## config.mk

```make
export PLATFORM = sky130hd
export DESIGN_NAME = shift_arbiter
export DESIGN_NICKNAME = d
export VERILOG_FILES = /design/src/rtl/shift_pkg.sv /design/src/rtl/barrel_shifter.sv /design/src/rtl/shift_arbiter.sv
export SDC_FILE = /design/constraint.sdc
export NUM_CORES = 1
export LEC_CHECK = 0
export CORE_ASPECT_RATIO = 0.7
export CORE_MARGIN = 2
export CORE_UTILIZATION = 40
export DETAILED_ROUTE_END_ITERATION = 12
export GPL_TIMING_DRIVEN = 0
export PLACE_DENSITY = 0.75
export SYNTH_ARGS = -nofsm -noshare
export SYNTH_HDL_FRONTEND = slang
export SYNTH_SLANG_ARGS = --single-unit
```

## constraint.sdc

```tcl
create_clock -name clk -period 2.56 [get_ports clk]
set_input_delay 0.384 -clock clk [delete_from_list [all_inputs] [get_ports clk]]
set_output_delay 0.384 -clock clk [all_outputs]
set_load 0.01 [all_outputs]
```

## src/rtl/shift_pkg.sv

```systemverilog
// Shared constants for the shift arbiter slice: datapath widths, requester IDs
// and the output-register state encoding.
package shift_pkg;

  localparam int DATA_W = 4;
  localparam int AMT_W  = 2;

  localparam logic ID_A = 1'b0;
  localparam logic ID_B = 1'b1;

  localparam logic [0:0] ST_EMPTY = 1'b0;
  localparam logic [0:0] ST_FULL  = 1'b1;

endpackage

```

## src/rtl/barrel_shifter.sv

```systemverilog
// Combinational rotate-left: o[k] = i[(k - s) mod DATA_W]; s = 0 passes i through.
module barrel_shifter #(
  parameter int DATA_W = shift_pkg::DATA_W,
  parameter int AMT_W  = shift_pkg::AMT_W
) (
  input  logic [DATA_W-1:0] i,
  input  logic [AMT_W-1:0]  s,
  output logic [DATA_W-1:0] o
);

  // With s = 0 the right shift moves every bit out, leaving a clean pass-through.
  assign o = (i << s) | (i >> (DATA_W - int'(s)));

endmodule

```

## src/rtl/shift_arbiter.sv

```systemverilog
// Round-robin arbiter sharing one barrel_shifter between requesters A and B,
// with a single-entry tagged result register and a consumed-result counter.
module shift_arbiter #(
  parameter int DATA_W = shift_pkg::DATA_W,
  parameter int AMT_W  = shift_pkg::AMT_W,
  parameter int CNT_W  = 8
) (
  input  logic              clk,
  input  logic              rst,
  input  logic              a_valid,
  output logic              a_ready,
  input  logic [DATA_W-1:0] a_data,
  input  logic [AMT_W-1:0]  a_amt,
  input  logic              b_valid,
  output logic              b_ready,
  input  logic [DATA_W-1:0] b_data,
  input  logic [AMT_W-1:0]  b_amt,
  output logic              out_valid,
  input  logic              out_ready,
  output logic [DATA_W-1:0] out_data,
  output logic              out_id,
  output logic [CNT_W-1:0]  done_cnt
);

  import shift_pkg::*;

  logic [0:0]        state;
  logic              last_id;
  logic              can_accept;
  logic              grant_valid;
  logic              grant_id;
  logic              accept;
  logic              consume;
  logic [DATA_W-1:0] sel_data;
  logic [AMT_W-1:0]  sel_amt;
  logic [DATA_W-1:0] rot_data;

  assign out_valid  = (state == ST_FULL);
  assign can_accept = !out_valid || out_ready;
  assign consume    = out_valid && out_ready;

  // Under contention the requester that was not served last wins.
  always_comb begin
    grant_valid = a_valid || b_valid;
    grant_id    = ID_A;
    if (a_valid && b_valid) begin
      grant_id = ~last_id;
    end else if (b_valid) begin
      grant_id = ID_B;
    end
  end

  assign accept  = !rst && can_accept && grant_valid;
  assign a_ready = accept && (grant_id == ID_A);
  assign b_ready = accept && (grant_id == ID_B);

  always_comb begin
    sel_data = a_data;
    sel_amt  = a_amt;
    if (grant_id == ID_B) begin
      sel_data = b_data;
      sel_amt  = b_amt;
    end
  end

  barrel_shifter #(
    .DATA_W (DATA_W),
    .AMT_W  (AMT_W)
  ) u_shifter (
    .i (sel_data),
    .s (sel_amt),
    .o (rot_data)
  );

  // A new accept overwrites the register even when the old result is being
  // consumed in the same cycle, which keeps throughput at one per cycle.
  always_ff @(posedge clk) begin
    if (rst) begin
      state    <= ST_EMPTY;
      out_data <= '0;
      out_id   <= ID_A;
      last_id  <= ID_B;
      done_cnt <= '0;
    end else begin
      if (consume) begin
        done_cnt <= done_cnt + CNT_W'(1);
      end
      if (accept) begin
        state    <= ST_FULL;
        out_data <= rot_data;
        out_id   <= grant_id;
        last_id  <= grant_id;
      end else if (consume) begin
        state <= ST_EMPTY;
      end
    end
  end

endmodule
```

Word level (Yosys, flattened, before mapping)
Cells that the tools add are included.

cells by class
  $add $sub $neg = 2
  shift-type cells = 2
  multiplexer cells = 6
  bitwise gates (word level) = 3
  reductions and logical operators = 11

operator list
  kind                   number
  $shr A4 B32 Y4         1
  $add A8 B1 Y8 const B  1
  $logic_and A1 B1 Y1    6
  $mux W1                4
  $mux W4                1
  $or A4 B4 Y4           1
  $shl A4 B2 Y4          1
  $sub A3 B2 Y4 const A  1
  $logic_not A1 Y1       2
  $logic_or A1 B1 Y1     2
  $mux W2                1
  $not A1 Y1             2
  $reduce_bool A2 Y1     1

storage, ports and cells
  bits in registers = 15
  bits of input ports = 17
  word-level logic and storage cells = 29

Logic depth before layout (Yosys ltp)
  depth in word-level cells = 6
  gate-level depth with buffers = 5

Hierarchy
Synthesis repeated with hierarchy kept, for this count alone.

unflattened totals
  cell total of the unflattened synthesis = 95
  area total of the unflattened synthesis = 855.8 µm²

by module, submodules not included
  module          times used  cells each  area each (µm²)  seq. area each (µm²)
  shift_arbiter   1           73          691.9            300.3
  barrel_shifter  1           22          163.9            0.0

Worst setup path before layout
OpenSTA, ideal clock, no wires.

  path kind = reg-to-output
  start point = register state (netlist: out_valid)
  end point = output port a_ready
  arrival = 1,205 ps
  required time = 2,176 ps
  path slack = 971 ps
  cell stages (with the launch flop) = 5
  path through = dfxtp_1 -> nor2b_1 -> or3_4 -> buf_6 -> nor2_1

between the ends
  longest elaborated chain between the ends = 5

RTL lines
  element                            line                 source
  start: declaration                 shift_arbiter.sv:27  logic [0:0] state;
  start signal: assignment           shift_arbiter.sv:79  state <= ST_EMPTY;
  start signal: assignment           shift_arbiter.sv:89  state <= ST_FULL;
  start signal: assignment           shift_arbiter.sv:94  state <= ST_EMPTY;
  $logic_not A1 Y1                   shift_arbiter.sv:39  assign can_accept = !out_valid || out_ready;
  $logic_or A1 B1 Y1                 shift_arbiter.sv:39
  $logic_and A1 B1 Y1 (2 in series)  shift_arbiter.sv:53  assign accept = !rst && can_accept && grant_valid;
  $logic_and A1 B1 Y1                shift_arbiter.sv:54  assign a_ready = accept && (grant_id == ID_A);
  end: declaration                   shift_arbiter.sv:11  output logic a_ready,

No other way between the ends.

Worst setup path after layout
  start point = input port b_valid
  end point = output port a_ready

between the ends
  longest elaborated chain between the ends = 4
  elaborated cells between the ends (all ways) = 7

RTL lines
  element                                                line                                      source
  start: declaration                                     shift_arbiter.sv:14                       input logic b_valid,
  $mux W1 / $logic_and A1 B1 Y1 (equally long branches)  shift_arbiter.sv:48, shift_arbiter.sv:46
  $mux W1                                                shift_arbiter.sv:46                       if (a_valid && b_valid) begin
  $not A1 Y1                                             shift_arbiter.sv:54
  $logic_and A1 B1 Y1 (*)                                shift_arbiter.sv:54

Mark *: on every way between the ends. The rest lies on a longest branch, timed or not.

==> metrics.txt <==
area of the multi-input gates slightly above 500 µm²; TritonCTS buffer count 3; largest net degree at the start of global routing 11; gr usage total 17.1%; transition time at the pin with the least slew margin 0.461 ns; post-CTS repair timing setup buffer count 0; iteration count of the initial detailed-routing pass 8; number of enable flip-flop cells after synthesis 0; share of layout cells above drive strength 1 10.7%; MaxCap Viol Count 0; Sequential cell area 300 µm²; Net Count, Synth 103; library cells used by synthesis 24; worst min-delay path category input pin to flip-flop; Setup Crit Path Kind input pin to output port; Cell Area, Synth 836 µm²; effective utilization at floorplan 43.5%; most congested layer reported by global routing met2; #FFs+latches synth 15; peak ir drop on the vdd network 0.000253 V; clock sinks 15; residual antenna-violating net count after detailed routing 0; H-Tree Level Count 1; initial antenna violation count 0; top flip-flop cell by instance count after synthesis sky130_fd_sc_hd__dfxtp_1; Worst-path clk slew 0.09 ns; clock latency on the worst-skew pair 0.29 ns; peak fanout along the critical path 10; outcome complete, but fails checks; I/O Pins 33; area of the die 2480 µm²; post-synthesis average cell area 9.83 µm²; floorplan die height about 42 µm; Final Hold Vio Count 0; CP Data Required Time 2.18 ns; proportion of synthesized chip area in sequential cells 35.9%; top cell type by total area after synthesis sky130_fd_sc_hd__dfxtp_1; total half-perimeter wirelength after legalization and detailed placement 1.54 mm; shortest clock period the worst path allows after layout 2.48 ns; via count of the first global-routing pass 709; global-route met2 utilization a little over a quarter; power per unit of standard cell area 432 nW/µm²; total detailed-routing wirelength 1.91 mm; largest cells by area after synthesis sky130_fd_sc_hd__dfxtp_1 36%, sky130_fd_sc_hd__mux2i_1 13%, sky130_fd_sc_hd__mux4_2 11%, sky130_fd_sc_hd__nor2_1 4.0%, sky130_fd_sc_hd__nand3b_1 3.6%; Final Wtd Congestion 0.745; Yosys warning count 0; buffers added on ports 32; met3 routing resource usage after global routing under 10%; Arrival @ worst endpoint 2.10 ns; count of pins over their slew limit 0; overall die width a little under 60 µm; final standard cell area without fillers 1210 µm²; Area Growth Syn to Fin 44.9%; power consumption 0.000523 W; Final Net Count 140; Post-Synthesis Cells 85; remaining max-slew budget at the tightest pin 69.2%; routed vias/inst about 5.2; leakage dissipation 0.456 nW; kind of start point of the critical path input pin; placed cell areas approximately 1200 µm²; Max Buffers Root-to-Sink 2; number of cell rows 13; ys async rst share 0%; Inserted Diodes 0; CORE AREA 1920 µm²; count of final setup violators 0; CTS tree done; Critical Path End Type output port; Wirelength per Cell 13.3 µm; final critical-path share of the clock period 96.9%; violated checks design-rule violations; number of buffers inserted for hold repair after clock tree synthesis 0; Root Driver sky130_fd_sc_hd__clkbuf_4; timing-limited maximum frequency approximately 0.40 GHz; total vias in the final route 745; global-route congestion overflow total 0; wire length of the first global-routing pass 3.19 mm; share of the synthesized area in the top cell type 35.9%; number of filler instances in the final layout 166; total negative slack for setup checks 0 ns; residual DRC count 1; clk_skew 0.0104 ns; met1 track demand over resource 21.9%; RSZ-0062 raised after global routing false; DR iter-0 viols 13
-- layout make-up --
| cell class | instances | share of cell area [%] |
|---|---|---|
| buffer | 2 | 1.24 |
| timing repair buffer | 32 | 26.4 |
| clock inverter | 1 | 0.413 |
| multi-input combinational | 65 | 42.0 |
| clock buffer | 3 | 1.86 |
| inverter | 3 | 0.930 |
| tap | 22 | 2.27 |
| sequential | 15 | 24.8 |
-- worst paths after layout --
path,start,slack (ns),endpoint,depth (start not counted)
setup / recovery,b_valid,0.08,a_ready,6
hold / removal,a_valid,0.45,out_valid,3
setup reg to reg,last_id,1.10,out_data[3],4
hold reg to reg,out_id,0.46,out_id,2
-- sequential cells by signal (all words and copies together) (netlist names) --
signal     flops
out_valid      1
out_id         1
out_data       4
done_cnt       8
last_id        1
-- metal layers --
layer	part of all wire (%)	vias up
met2	46	12
met4	1.6	0
met1	49	347
met5	0	-
li1	-	381
met3	3.1	5
-- critical path: stages --
cell and delay [ns]:
sky130_fd_sc_hd__clkdlybuf4s50_1 0.51, sky130_fd_sc_hd__nor2_1 0.06, sky130_fd_sc_hd__or3_4 0.35, sky130_fd_sc_hd__buf_6 0.15
sky130_fd_sc_hd__nor2_1 0.11, sky130_fd_sc_hd__clkdlybuf4s50_1 0.54
-- synth_stat cells, types with 3 or more instances --
library cell,n
sky130_fd_sc_hd__nor2_1,9
sky130_fd_sc_hd__nand3b_1,4
sky130_fd_sc_hd__xnor2_1,3
sky130_fd_sc_hd__a21oi_1,5
sky130_fd_sc_hd__mux2i_1,11
sky130_fd_sc_hd__nand2_1,6
sky130_fd_sc_hd__mux4_2,4
sky130_fd_sc_hd__o21ai_1,4
sky130_fd_sc_hd__inv_1,3
sky130_fd_sc_hd__nand3_1,4
sky130_fd_sc_hd__dfxtp_1,15
-- kinds of logic (layout without fill, tap and decap cells) --
group,after synthesis,count (layout),share of synthesized area (%)
AND/OR/NAND/NOR,32,32,21.4
multiplexers,15,15,24.0
buffers and inverters,5,41,3.14
flip-flops,15,15,35.9
XOR/XNOR,5,5,5.24
adder cells (fa/ha/maj),1,1,1.50
AO/OA/AOI/OAI,12,12,8.83
-- metrics by stage --
stage	utilization, %	instances	setup slack (ns)	hold WS (ns)
floorplan	-	85	0.971	0.480
global placement	61.7	139	-0.0299	0.444
detailed placement	61.7	139	-0.0658	0.445
CTS	63.0	143	0.0209	0.459
global route	63.1	143	0.0308	0.473
finish	63.1	143	0.0789	0.448
-- power by group --
| part | internal [W] | total, W | switching, W |
|---|---|---|---|
| registers | 0.000246 | 0.000256 | 0.0000100 |
| logic | 0.0000788 | 0.000133 | 0.0000538 |
| clock network | 0.0000581 | 0.000134 | 0.0000762 |
-- layout by cell type, fill, tap and decap left out --
cell type,synthesis,final
sky130_fd_sc_hd__mux2i_1,11,11
sky130_fd_sc_hd__clkbuf_4,0,3
sky130_fd_sc_hd__nand4_1,1,1
sky130_fd_sc_hd__dlymetal6s2s_1,0,1
sky130_fd_sc_hd__or3_4,1,1
sky130_fd_sc_hd__a21boi_4,1,1
sky130_fd_sc_hd__nand3b_1,4,4
sky130_fd_sc_hd__dfxtp_1,15,15
sky130_fd_sc_hd__ha_1,1,1
sky130_fd_sc_hd__nand2_1,6,6
sky130_fd_sc_hd__nor4_2,1,1
sky130_fd_sc_hd__xnor2_1,3,3
sky130_fd_sc_hd__nor2_1,9,9
sky130_fd_sc_hd__dlygate4sd2_1,0,2
sky130_fd_sc_hd__clkinv_2,0,1
sky130_fd_sc_hd__o21ai_0,2,2
sky130_fd_sc_hd__or3_1,2,2
sky130_fd_sc_hd__nand3_1,4,4
sky130_fd_sc_hd__nor3_1,2,2
sky130_fd_sc_hd__inv_1,3,3
sky130_fd_sc_hd__a21oi_1,5,5
sky130_fd_sc_hd__nand2b_4,1,1
sky130_fd_sc_hd__mux4_2,4,4
sky130_fd_sc_hd__clkbuf_1,1,1
sky130_fd_sc_hd__buf_6,1,1
sky130_fd_sc_hd__xor2_1,2,2
sky130_fd_sc_hd__o21ai_1,4,4
sky130_fd_sc_hd__clkdlybuf4s50_1,0,29
sky130_fd_sc_hd__nor2b_1,1,1
-- what timing repair did --
| item | CTS | global route |
|---|---|---|
| pin swaps | 0 | 0 |
| gates resized for setup | 2 | 1 |
| endpoints found under the hold margin | 0 | 0 |
| setup endpoints to repair | 2 | 1 |
Note: power is estimated with default switching activity, not from simulation.
==> RTL change: new RTL, config.mk and constraints unchanged <==
The parameter `CNT_W` goes from 8 to 7.
--- a/src/rtl/shift_arbiter.sv
+++ b/src/rtl/shift_arbiter.sv
@@ -5,3 +5,3 @@
   parameter int AMT_W  = shift_pkg::AMT_W,
-  parameter int CNT_W  = 8
+  parameter int CNT_W  = 7
 ) (
Ports: changed (resized done_cnt); port bits go from 33 to 32. The function was not compared with the original's and may differ.
==> RTL change against the unedited design <==
Maximum frequency grew 1.5%. Wire length down 15%. Total power increased by 0.72%. Non-clock buffer count down 1. Sequential cell count decreased by 1. Worst setup slack better by 36 ps. Synthesized cell count fell by 5.9%. Design area fell by 8.7%. Largest cell class unchanged. Synthesized area decreased by 10%.
==> RTL change: results (changes against the unedited design) <==
- The run finished with clean final reports.
- The all-layer global routing usage is 15.71% (-1.4 points).
- The clock latency of the later-clocked register in the worst-skew pair was 290 ps (about the same).
- The post-synthesis compound-gate area fraction is 10.02% (+1.2 points).
- The number of detailed-routing iterations run before antenna repair is 4 (-4).
- The adder and majority gate portion of the synthesized area is 1.669% (+0.17 points).
- The fraction of standard cell area that is sequential is 25.34% (+0.55 points).
- The number of DRC markers in iteration 0 is 3 (-10).
- The instance area at placement is 1067 um^2 (-9.8%).
- The number of global-route vias before repair came to 583 (-18%).
- The via density per instance is 4.889 (-6.2%).
- The number of cells after detailed placement came to 131 (-5.8%).
- The clock tree buffer count of the final layout was 4 (+1).
- The maximum vdd ir drop was 355.5 uV (+41%).
- The global placement routability congestion is 0.7620 (+2.3%).
- The met2 routed wirelength is 760 um (-14%).
- The area share of buffers outside the clock network came to 27.94% (+0.26 points).
- The count of input and output buffers is 29 (-9.4%).
- The met3 layer usage reported by global route was 5.484% (+0.85 points).
- The global routing usage on met1 is 20.65% (-1.3 points).
- In the synthesized netlist the dominant register cell turns out to be dfxtp_1.
- The number of multi-input combinational cells is 61 (-6.2%).
- The count of inverters not on the clock network in the layout is 1 (-2).
- After synthesis, the cell types taking the most area are dfxtp_1, mux2i_1, nor2_1.
- The proportion of synthesized chip area in sequential cells is 37.40% (+1.5 points).
- The global-route wire length before repair is 2.608 mm (-18%).
- The proportion of cell area occupied by multi-input gates is 40.61% (-1.4 points).
- The number of non-clock buffers in the layout is 33 (-2.9%).
- The multiplexer fraction of the synthesized cell area is 25.71% (+1.8 points).
- The count of mapped cells out of synthesis came to 80 (-5.9%).
- The relative area of clock buffers and inverters in the final design is 3.281% (+1.0 points).
- In the final layout, the registers with the most flip-flops are done_cnt (7), out_data (4).
- The largest driver fanout on the critical path is 8 (-2).
- Clock-pin slew was measured on the worst setup and hold paths at 100 ps.
- The layout cell share with drive strength beyond 1 is 7.080% (-3.7 points).
- The via total after detailed routing is 660 (-11%).
- The count of different cell masters after synthesis came to 25 (+4.2%).
- The global routing met2 resource utilization came to 25.30% (-1.9 points).
- The total length of routed met3 wires is 88 um (+49%).
- The final wirelength is 1.629 mm (-15%).
- The total routed wire length on the met1 layer is 767 um (-18%).
- The reported leakage power is 0.4373 nW (-4.2%).
- The post-synthesis xor/xnor area fraction is 5.843% (+0.60 points).
- The count of flip-flops and latches came to 14 (-1).
- The post-placement worst setup slack is 130.2 ps (+196.0 ps).
- The signal arrival time at the worst endpoint is 2060 ps (-40 ps).
- The sequential cell area is 280.3 um^2 (-6.7%).
- The slew of the pin with the lowest slew margin is 420.2 ps (-41.06 ps).
- The area share of the largest cell type after synthesis came to 37.40% (+1.5 points).
- The clock root buffer master is clkbuf_4.
- The clock skew is 15.60 ps (+5.180 ps).
- The HPWL after detailed placement came to 1.363 mm (-12%).
- The min-delay analysis places its worst path in the category reg2reg.
- Sorting the synthesized cells by how often they occur yields mux2i_1, dfxtp_1, nor2_1.
-- RTL change: path summary, 6_finish.rpt --
kind | start | to | slack, ps | cells past startpoint
setup / recovery | b_valid | b_ready | 120 | 4
hold / removal | out_data[2]$_SDFFE_PP0P_ | out_data[2]$_SDFFE_PP0P_ | 470 | 2
setup reg to reg | last_id$_SDFFE_PP1P_ | out_data[3]$_SDFFE_PP0P_ | 1110 | 4
hold reg to reg | out_data[2]$_SDFFE_PP0P_ | out_data[2]$_SDFFE_PP0P_ | 470 | 2
-- RTL change: report_power, final --
| part | switching [mW] | internal (mW) |
|---|---|---|
| Sequential | 0.00877 | 0.231 |
| Combinational | 0.0537 | 0.0739 |
| Clock | 0.0730 | 0.0865 |
| Total | 0.135 | 0.392 |
-- RTL change: repair_timing --
action / 4_1_cts / 5_1_grt
resized for setup: 0 / 2
setup buffers: 0 / 0
endpoints found under the setup margin: 0 / 1
